===== config.mk =====
export PLATFORM = sky130hd
export DESIGN_NAME = prv664_iscoreboard_issue
export DESIGN_NICKNAME = d
export VERILOG_FILES = /design/src/rtl/prv664_iscoreboard_issue.sv
export SDC_FILE = /design/constraint.sdc
export NUM_CORES = 1
export LEC_CHECK = 0
export ABC_AREA = 1
export CORE_AREA = 2 2 165 167
export DETAILED_ROUTE_END_ITERATION = 8
export DIE_AREA = 0 0 167 169
export DONT_BUFFER_PORTS = 1
export SLEW_MARGIN = 20
export SYNTH_ARGS = -nofsm -noshare
export SYNTH_HDL_FRONTEND = slang
export SYNTH_SLANG_ARGS = --single-unit

===== constraint.sdc =====
create_clock -name clk_i -period 4.6 [get_ports clk_i]
set_input_delay 0.92 -clock clk_i [delete_from_list [all_inputs] [get_ports clk_i]]
set_output_delay 0.92 -clock clk_i [all_outputs]
set_load 0.02 [all_outputs]

===== src/rtl/prv664_iscoreboard_issue.sv =====
// prv664_iscoreboard_issue
// Dual-slot in-order issue stage. Checks RAW hazards of a decoded pair against
// the integer scoreboard (busy/id flags) and within the pair, allocates itags,
// drives the scoreboard update ports and registers issued instructions.
// A pair whose younger slot cannot issue is split: the younger slot is held
// (state HOLD) and retried as the next slot0 candidate.
// Optional feature macro: PRV664_ISSUE_BYPASS_EN (commit-port wakeup bypass).
//
// Handshakes: the input pair transfers on a cycle where in_valid_i and
// in_ready_o are both high; the source must keep the pair stable while
// in_valid_i is high and in_ready_o is low. The output register transfers on
// a cycle where a bit of out_valid_o and out_ready_i are both high; it holds
// its contents while out_valid_o != 0 and out_ready_i is low.
module prv664_iscoreboard_issue #(
  parameter int IDLEN = 8
) (
  input  logic                   clk_i,
  input  logic                   arstn_i,
  input  logic                   flush_i,
  input  logic                   in_valid_i,
  output logic                   in_ready_o,
  input  logic                   in_v1_i,
  input  logic [1:0][4:0]        in_rs1_i,
  input  logic [1:0][4:0]        in_rs2_i,
  input  logic [1:0]             in_rs1en_i,
  input  logic [1:0]             in_rs2en_i,
  input  logic [1:0][4:0]        in_rd_i,
  input  logic [1:0]             in_rdwr_i,
  input  logic [31:0]            busy_flag_i,
  input  logic [31:0][IDLEN-1:0] id_flag_i,
  input  logic                   commit0_valid_i,
  input  logic                   commit0_wren_i,
  input  logic [4:0]             commit0_rdindex_i,
  input  logic [IDLEN-1:0]       commit0_itag_i,
  input  logic                   commit1_valid_i,
  input  logic                   commit1_wren_i,
  input  logic [4:0]             commit1_rdindex_i,
  input  logic [IDLEN-1:0]       commit1_itag_i,
  output logic                   isb_upd0_write_o,
  output logic [4:0]             isb_upd0_rdindex_o,
  output logic [IDLEN-1:0]       isb_upd0_itag_o,
  output logic                   isb_upd1_write_o,
  output logic [4:0]             isb_upd1_rdindex_o,
  output logic [IDLEN-1:0]       isb_upd1_itag_o,
  output logic [1:0]             out_valid_o,
  input  logic                   out_ready_i,
  output logic [1:0][IDLEN-1:0]  out_itag_o,
  output logic [1:0][4:0]        out_rd_o,
  output logic [1:0]             out_rdwr_o,
  output logic                   dbg_state_o   // 0 = IDLE, 1 = HOLD
);

  typedef enum logic {S_IDLE = 1'b0, S_HOLD = 1'b1} state_t;

  typedef struct packed {
    logic [4:0] rd;
    logic       rdwr;
    logic [4:0] rs1;
    logic       rs1en;
    logic [4:0] rs2;
    logic       rs2en;
  } instr_t;

  state_t           state_q, state_d;
  instr_t           held_q;
  logic [IDLEN-1:0] cnt_q;
  instr_t           in0, in1, cand0;
  logic             cand0_v, cand1_v;
  logic             ok0, ok1, raw01, out_free, fire0, fire1, split;
  logic [31:0]      reg_rdy;
  logic [IDLEN-1:0] itag1;

  function automatic logic srcs_ok(input instr_t x, input logic [31:0] rdy);
    return (!x.rs1en || rdy[x.rs1]) && (!x.rs2en || rdy[x.rs2]);
  endfunction

  function automatic logic reads_reg(input instr_t x, input logic [4:0] r);
    return (x.rs1en && (x.rs1 == r)) || (x.rs2en && (x.rs2 == r));
  endfunction

  assign in0 = '{rd: in_rd_i[0], rdwr: in_rdwr_i[0], rs1: in_rs1_i[0],
                 rs1en: in_rs1en_i[0], rs2: in_rs2_i[0], rs2en: in_rs2en_i[0]};
  assign in1 = '{rd: in_rd_i[1], rdwr: in_rdwr_i[1], rs1: in_rs1_i[1],
                 rs1en: in_rs1en_i[1], rs2: in_rs2_i[1], rs2en: in_rs2en_i[1]};

  // Per-register readiness: not busy, x0, or (bypass build) committing this cycle
  always_comb begin
    reg_rdy = ~busy_flag_i;
`ifdef PRV664_ISSUE_BYPASS_EN
    for (int i = 1; i < 32; i++) begin
      if ((commit0_valid_i && commit0_wren_i && (commit0_rdindex_i == 5'(i)) &&
           (commit0_itag_i == id_flag_i[i])) ||
          (commit1_valid_i && commit1_wren_i && (commit1_rdindex_i == 5'(i)) &&
           (commit1_itag_i == id_flag_i[i]))) begin
        reg_rdy[i] = 1'b1;
      end
    end
`endif
    reg_rdy[0] = 1'b1;
  end

`ifndef PRV664_ISSUE_BYPASS_EN
  // Commit ports and pending itags only matter for the wakeup bypass
  logic unused_bypass;
  assign unused_bypass = ^{commit0_valid_i, commit0_wren_i, commit0_rdindex_i, commit0_itag_i,
                           commit1_valid_i, commit1_wren_i, commit1_rdindex_i, commit1_itag_i,
                           id_flag_i};
`endif

  // Candidate selection, hazard checks and issue decisions
  always_comb begin
    cand0    = (state_q == S_HOLD) ? held_q : in0;
    cand0_v  = (state_q == S_HOLD) || in_valid_i;
    cand1_v  = (state_q == S_IDLE) && in_valid_i && in_v1_i;
    ok0      = srcs_ok(cand0, reg_rdy);
    raw01    = cand0.rdwr && (cand0.rd != 5'd0) && reads_reg(in1, cand0.rd);
    ok1      = srcs_ok(in1, reg_rdy) && !raw01;
    out_free = (out_valid_o == 2'b00) || out_ready_i;
    fire0    = cand0_v && ok0 && out_free && !flush_i;
    fire1    = fire0 && cand1_v && ok1;
    split    = (state_q == S_IDLE) && fire0 && cand1_v && !ok1;
    itag1    = cnt_q + IDLEN'(1);
    // Input is only taken when slot0 can go, so an accepted pair always issues slot0
    in_ready_o = arstn_i && (state_q == S_IDLE) && out_free && !flush_i &&
                 (!in_valid_i || ok0);
  end

  // Scoreboard update writes happen in the fire cycle; x0 never becomes busy
  always_comb begin
    isb_upd0_write_o   = fire0 && cand0.rdwr && (cand0.rd != 5'd0);
    isb_upd0_rdindex_o = cand0.rd;
    isb_upd0_itag_o    = cnt_q;
    isb_upd1_write_o   = fire1 && in1.rdwr && (in1.rd != 5'd0);
    isb_upd1_rdindex_o = in1.rd;
    isb_upd1_itag_o    = itag1;
  end

  // Next-state logic: split enters HOLD, issuing the held slot returns to IDLE
  always_comb begin
    state_d = state_q;
    case (state_q)
      S_IDLE: if (split) state_d = S_HOLD;
      S_HOLD: if (fire0) state_d = S_IDLE;
      default: state_d = S_IDLE;
    endcase
    if (flush_i) state_d = S_IDLE;
  end

  assign dbg_state_o = state_q;

  // State register, held younger slot and itag counter
  always_ff @(posedge clk_i or negedge arstn_i) begin
    if (!arstn_i) begin
      state_q <= S_IDLE;
      held_q  <= '0;
      cnt_q   <= '0;
    end else begin
      state_q <= state_d;
      if (split) held_q <= in1;
      cnt_q <= cnt_q + IDLEN'(fire0) + IDLEN'(fire1);
    end
  end

  // Output register: flush clears, issue loads, accepted output drains
  always_ff @(posedge clk_i or negedge arstn_i) begin
    if (!arstn_i) begin
      out_valid_o <= '0;
      out_itag_o  <= '0;
      out_rd_o    <= '0;
      out_rdwr_o  <= '0;
    end else if (flush_i) begin
      out_valid_o <= '0;
    end else if (fire0) begin
      out_valid_o   <= {fire1, 1'b1};
      out_itag_o[0] <= cnt_q;
      out_itag_o[1] <= itag1;
      out_rd_o[0]   <= cand0.rd;
      out_rd_o[1]   <= in1.rd;
      out_rdwr_o[0] <= cand0.rdwr;
      out_rdwr_o[1] <= in1.rdwr;
    end else if (out_ready_i) begin
      out_valid_o <= '0;
    end
  end

endmodule


# Yosys cells after proc, flatten, opt, wreduce, memory -nomap -nowiden
# Cells that the tools add are included.
[word_totals]
inputBits = 360
output_inout_bits = 60
reg_bits = 57
[classes]
order_cmp = 4
n_mux = 16
n_reduce_logical = 46
n_addsub = 3
bitwise = 3
eq_ne = 2
[op_table]
columns = ["op", "n"]
rows = [
  ["inverter 32 bit", 1],
  ["logical AND 1 bit", 25],
  ["< comparator 5 x 6 -> 1 bit (second input constant)", 4],
  ["binary-select mux 1 bit (select 5 bit)", 4],
  ["two-way mux 18 bit", 1],
  ["adder 8 x 1 -> 8 bit", 2],
  ["== test 5 bit", 2],
  ["nonzero test 5 bit", 2],
  ["adder 8 x 1 -> 8 bit (second input constant)", 1],
  ["logical NOT 1 bit", 8],
  ["logical OR 1 bit", 8],
  ["two-way mux 1 bit", 7],
  ["two-way mux 2 bit", 3],
  ["nonzero test 3 bit", 1],
  ["logical NOT 2 bit", 1],
  ["inverter 1 bit", 2],
  ["case mux 1 bit (2 select lines)", 1],
  ["AND reduction 2 bit", 1],
]

# Logic depth before layout (Yosys ltp)
[depth]
ltp_word = 14
depth_mapped = 20
mapped_depth_nobuf = 19

# Worst setup path after synthesis
# Ideal clock, no wire load.
[synth_timing]
path_type = "input to output"
start = "input in_rs2_i[5] in the netlist's numbering"
end = "output isb_upd1_write_o"
n_path_buf = 3
path_slack_ps = 1014
cell_stages = 12
t_arrival_ps = 2666
required_ps = 3680
cell_sequence = "buf_2 clkinv_1 buf_2 nor2_1 nor2_1 o31ai_1 nand3_1 nand3_1 nand3_2 buf_4 nand3b_4 nor2_1"
[synth_via]
elab_chain_len = 9
word_cells_on_any_way = 13
[synth_lines]
columns = ["item", "line", "text"]
rows = [
  ["start: declaration", "24", "input logic [1:0][4:0] in_rs2_i,"],
  ["parallel branches: the longest is 5 deep, another holds binary-select mux 1 bit (select 5 bit)", "-", ""],
  ["logical AND 1 bit *", "117", "ok1 = srcs_ok(in1, reg_rdy) && !raw01;"],
  ["logical AND 1 bit *", "120", "fire1 = fire0 && cand1_v && ok1;"],
  ["logical AND 1 bit * (2 in a row)", "133", "isb_upd1_write_o = fire1 && in1.rdwr && (in1.rd != 5'd0);"],
  ["end: declaration", "42", "output logic isb_upd1_write_o,"],
]
# Mark *: on every way between the ends. The select of a mux whose other input is x is not followed.

# Final worst setup path
[layout_timing]
start = "register state_q (netlist: dbg_state_o)"
end = "output isb_upd0_write_o"
[layout_via]
elab_chain_len = 10
word_cells_on_any_way = 17
[layout_lines]
columns = ["item", "line", "text"]
rows = [
  ["start: declaration", "64", "state_t state_q, state_d;"],
  ["start signal: assignment", "158", "state_q <= state_d;"],
  ["two-way mux 18 bit", "112", "cand0 = (state_q == S_HOLD) ? held_q : in0;"],
  ["binary-select mux 1 bit (select 5 bit)", "74", "return (!x.rs1en || rdy[x.rs1]) && (!x.rs2en || rdy[x.rs2]);"],
  ["two-way mux 1 bit (not written as such)", "74", ""],
  ["logical OR 1 bit", "74", ""],
  ["logical AND 1 bit", "74", ""],
  ["logical AND 1 bit (3 in a row)", "119", "fire0 = cand0_v && ok0 && out_free && !flush_i;"],
  ["logical AND 1 bit", "130", "isb_upd0_write_o = fire0 && cand0.rdwr && (cand0.rd != 5'd0);"],
  ["logical AND 1 bit *", "130", ""],
  ["end: declaration", "39", "output logic isb_upd0_write_o,"],
]
# Every way passes the cells marked *; elsewhere a longest branch is shown, timed or not. The select of a mux whose other input is x is not followed.

==> results <==
-- power by group through the flow --
| stage | registers (uW) | clock network, uW | logic [uW] |
|---|---|---|---|
| finish | 968 | 700 | 485 |
| floorplan | 910 | 0 | 433 |
| global route | 994 | 737 | 555 |
| detailed placement | 968 | 0 | 490 |
| global placement | 974 | 0 | 476 |
| CTS | 969 | 713 | 486 |
-- worst paths after layout --
path,startpoint,to
hold reg to reg,held_q[11]$_DFFE_PN0N_,held_q[11]$_DFFE_PN0N_
hold / removal,arstn_i,out_itag_o[12]$_DFFE_PN0P_
min in group clk_i,held_q[11]$_DFFE_PN0N_,held_q[11]$_DFFE_PN0N_
max in group asynchronous,arstn_i,out_rd_o[1]$_DFFE_PN0P_
setup reg to reg,dbg_state_o$_DFF_PN0_,isb_upd0_itag_o[7]$_DFF_PN0_
setup / recovery,dbg_state_o$_DFF_PN0_,isb_upd0_write_o
-- metrics by stage --
stage | cell area (um^2) | hold WS [ns] | setup WS [ns] | power, uW | cells
floorplan | 4350 | 0.434 | 1.01 | 1340 | 653
global placement | 4590 | 0.447 | 0.821 | 1450 | 964
detailed placement | 4590 | 0.453 | 0.831 | 1460 | 964
CTS | 4910 | 0.277 | 0.698 | 2170 | 980
global route | 4910 | 0.269 | 0.383 | 2290 | 980
finish | 4910 | 0.288 | 0.670 | 2150 | 980
-- registers in the layout, summed over array words and instances (netlist names) --
| signal | flops |
|---|---|
| out_rd_o | 10 |
| isb_upd0_itag_o | 8 |
| dbg_state_o | 1 |
| out_rdwr_o | 2 |
| out_itag_o | 16 |
| out_valid_o | 2 |
| held_q | 18 |
-- cells in the final DEF, fill, tap and decap left out, types with 2 or more instances in the layout --
cell,instances
or2_2,3
inv_2,2
nand3_1,112
inv_1,51
o21ai_2,3
nand2_2,3
dfrtp_1,57
o21ai_1,2
bufinv_16,2
o211ai_1,5
nor3_1,2
nand2_4,3
ha_1,2
clkinv_2,2
nand3_2,3
o21ai_0,35
o22ai_1,4
xor2_1,13
nor2_1,27
o31ai_1,5
nand2_1,229
nand4_1,22
buf_4,13
clkbuf_16,9
a21oi_1,15
clkbuf_1,2
-- routing by layer --
metal | wire, um | vias to the layer above
met3 | 3300 | 16
met5 | 12 | -
met4 | 218 | 2
met2 | 7210 | 286
met1 | 7100 | 2059
li1 | - | 2100
-- worst max-delay path, cell delays in order (launching register included) --
cell     delay [ns]
dfrtp_1        0.56
nand2_1        0.43
nand2_2        0.37
nand2_1        0.09
nand3_1        0.08
nand3_1        0.09
nand2_1        0.10
nand2_1        0.05
nand3_1        0.12
nand3_2        0.13
nand3_1        0.14
buf_4          0.27
nor2_1         0.08
buf_4          0.17
-- synthesized netlist by cell type (2+ instances only) --
cell type,instances,area [um^2]
nand2_1,229,860
nand3_1,112,561
dfrtp_1,57,1430
inv_1,51,191
o21ai_0,35,175
nor2_1,27,101
nand4_1,22,138
a21oi_1,15,75.1
buf_4,15,113
buf_2,13,65.1
xor2_1,13,114
clkbuf_1,8,30.0
o211ai_1,5,37.5
o31ai_1,5,37.5
buf_6,4,45.0
o22ai_1,4,25.0
nand2_2,3,18.8
nand2_4,3,33.8
nand3_2,3,30.0
o21ai_2,3,26.3
or2_2,3,18.8
ha_1,2,25.0
inv_2,2,7.51
nor3_1,2,10.0
o21ai_1,2,10.0
-- kinds of logic (layout without fill, tap and decap cells) --
family | Yosys count | after routing | share of synthesized area, %
compound gates | 74 | 74 | 10.0
flops | 57 | 57 | 32.8
simple gates | 409 | 409 | 42.5
fa+ha+maj | 3 | 3 | 1.04
buf+inv | 97 | 83 | 11.0
xor+xnor | 13 | 13 | 2.62
-- layout make-up --
cell class | instances | area (um^2)
fill | 3010 | 21600
multi-input combinational | 499 | 2440
sequential | 57 | 1430
tap | 341 | 427
clock buffer | 11 | 233
inverter | 54 | 203
timing repair buffer | 13 | 97.6
clock inverter | 5 | 78.8
==> results <==
- The global-route usage over all layers is 12.5%.
- STA classifies the critical path endpoint as a primary output.
- Net switching is 39.6% of the power.
- The number of buffer cells added on primary ports is 0.
- After global routing the overflow that remains totals 0.
- Setup violations remaining at the end of the flow were counted as 0.
- Summing every instance area after synthesis gives 0.00435 mm^2.
- The die extent in x is 167 um.
- Gates resized during post-CTS repair numbered 0.
- In the routed design, unresolved DRC markers number 0.
- The number of unique standard cell types used by synthesis is 40.
- Relative to the synthesized area, the layout overhead comes to 12.9%.
- The initial antenna violation count is 1.
- The H-tree depth is 3.
- Global routing used 15.4% of the available met1 tracks.
- The total number of clock tree sinks is 57.
- The busiest layer in global routing is met2.
- The count of pins on the block boundary is 420.
- For met3 alone, demand over resource in global routing was 8.77%.
- For this design the static power due to leakage is 0.00243 uW.
- The tool flagged a number of max-cap violations equal to 0.
- The data required time at the worst endpoint is 3.68 ns.
- The count of nets left with antenna violations once routing finished came out at 0.
- At the worst endpoint, the arrival time is 3.01 ns.
- After floorplanning, the core was sized to cover 0.0265 mm^2.
- The final layout contains routed wiring with a total length of 17,800 um.
- The count of standard-cell rows is 60.
- The number of buffers inserted during clock tree synthesis is 9.
- The headroom to the max-slew limit is 58.5%.
- The run finished with clean final reports.
- The flip-flop cell with the highest count after synthesis is dfrtp_1.
- The clock tree root driver cell is clkbuf_16.
- After routing, the total negative slack on setup checks comes to 0 ns.
- Synthesis produced a netlist with a net count of 1,016.
- Of the available clock period, the critical path in the final layout requires 85.4%.
- The final weighted congestion of routability-driven global placement is 0.877.
- Power spread over the standard cell area amounts to 439 mW/mm^2.
- The via count is 4,463.
- The post-synthesis area per instance is 6.66 um^2.
- The buffer depth of the longest clock path is 2.
- The ratio of cells with drive above 1 in the final layout is 7.98%.
- The pre-antenna-repair detailed-routing pass consisted of 5 iterations.
- The net switching power is 853 uW.
- The via count of the first global-routing pass came to 4,279.
- Subtracting the final worst setup slack from the clock period gives 3.93 ns.
- The first global-routing pass estimated 26,600 um of wire.
- The synthesized netlist cell count is 653.
- For the pin with the worst max-slew slack, the measured transition is 0.620 ns.
- The clock reaches the later pin of the worst-skew pair after 0.32 ns.
- TritonCTS built the clock tree.
- The part of the Yosys area used for sequential elements is 32.8%.
- The startpoint type of the worst setup path is a register.
- The portion of total power attributed to combinational logic is 22.5%.
- Setup repair after global routing left no endpoint under its margin.
- The clock group share of total power is 32.5%.
- The utilization after layout is 18.5%.
- The maximum vdd ir drop is 0.000367 V.
- The maximum clock skew at final layout is 0.00478 ns.
- The Yosys warning count is 0.
- Summed over all nets, the half-perimeter wirelength after detailed placement is 13,900 um.
- The path class of the tightest hold or removal check is in2async.
- The number of inserted diodes is 0.
- In the global route stage, met2 resource usage came out at 17.7%.
- The first routing iteration left 514 violations.
- The hold violation count in the final report is 0.
- In this run, synthesis inferred 0 flip-flops with an integrated enable.
- After detailed routing, the number of vias per cell comes to 4.55.
- After detailed routing, the average wire length per cell comes to 18.2 um.
- The maximum fanout encountered on the critical timing path is 26.
- The internal power consumption is 1300 uW.
- The critical path in this run is classified as reg2out.
- The die is 169 um tall.
- The worst register-to-register path has a setup slack of 1.08 ns.
- Once the floorplan was initialized, standard cells occupied 16.4% of the core.
- The register share of total power is 45.0%.
- The total count of max-transition violations in the final report is 0.
- The path depth of the worst reg2reg path is 14.
- The clock-pin transition on the worst setup and hold timing paths is 0.05 ns.
- After synthesis the netlist holds a flip-flop and latch count of 57.
- The number of hold buffers added after CTS was 0.
- The share of synthesized registers carrying an async set or reset is 100%.
- Post-CTS timing repair inserted 0 buffers for setup.
- The pin count of the biggest net entering global routing is 59.
- The area of the die is 0.0282 mm^2.
- The peak clock frequency supported by timing is 254 MHz.
- The final layout contains 997 nets.
Power figures use the tool's default switching activity.
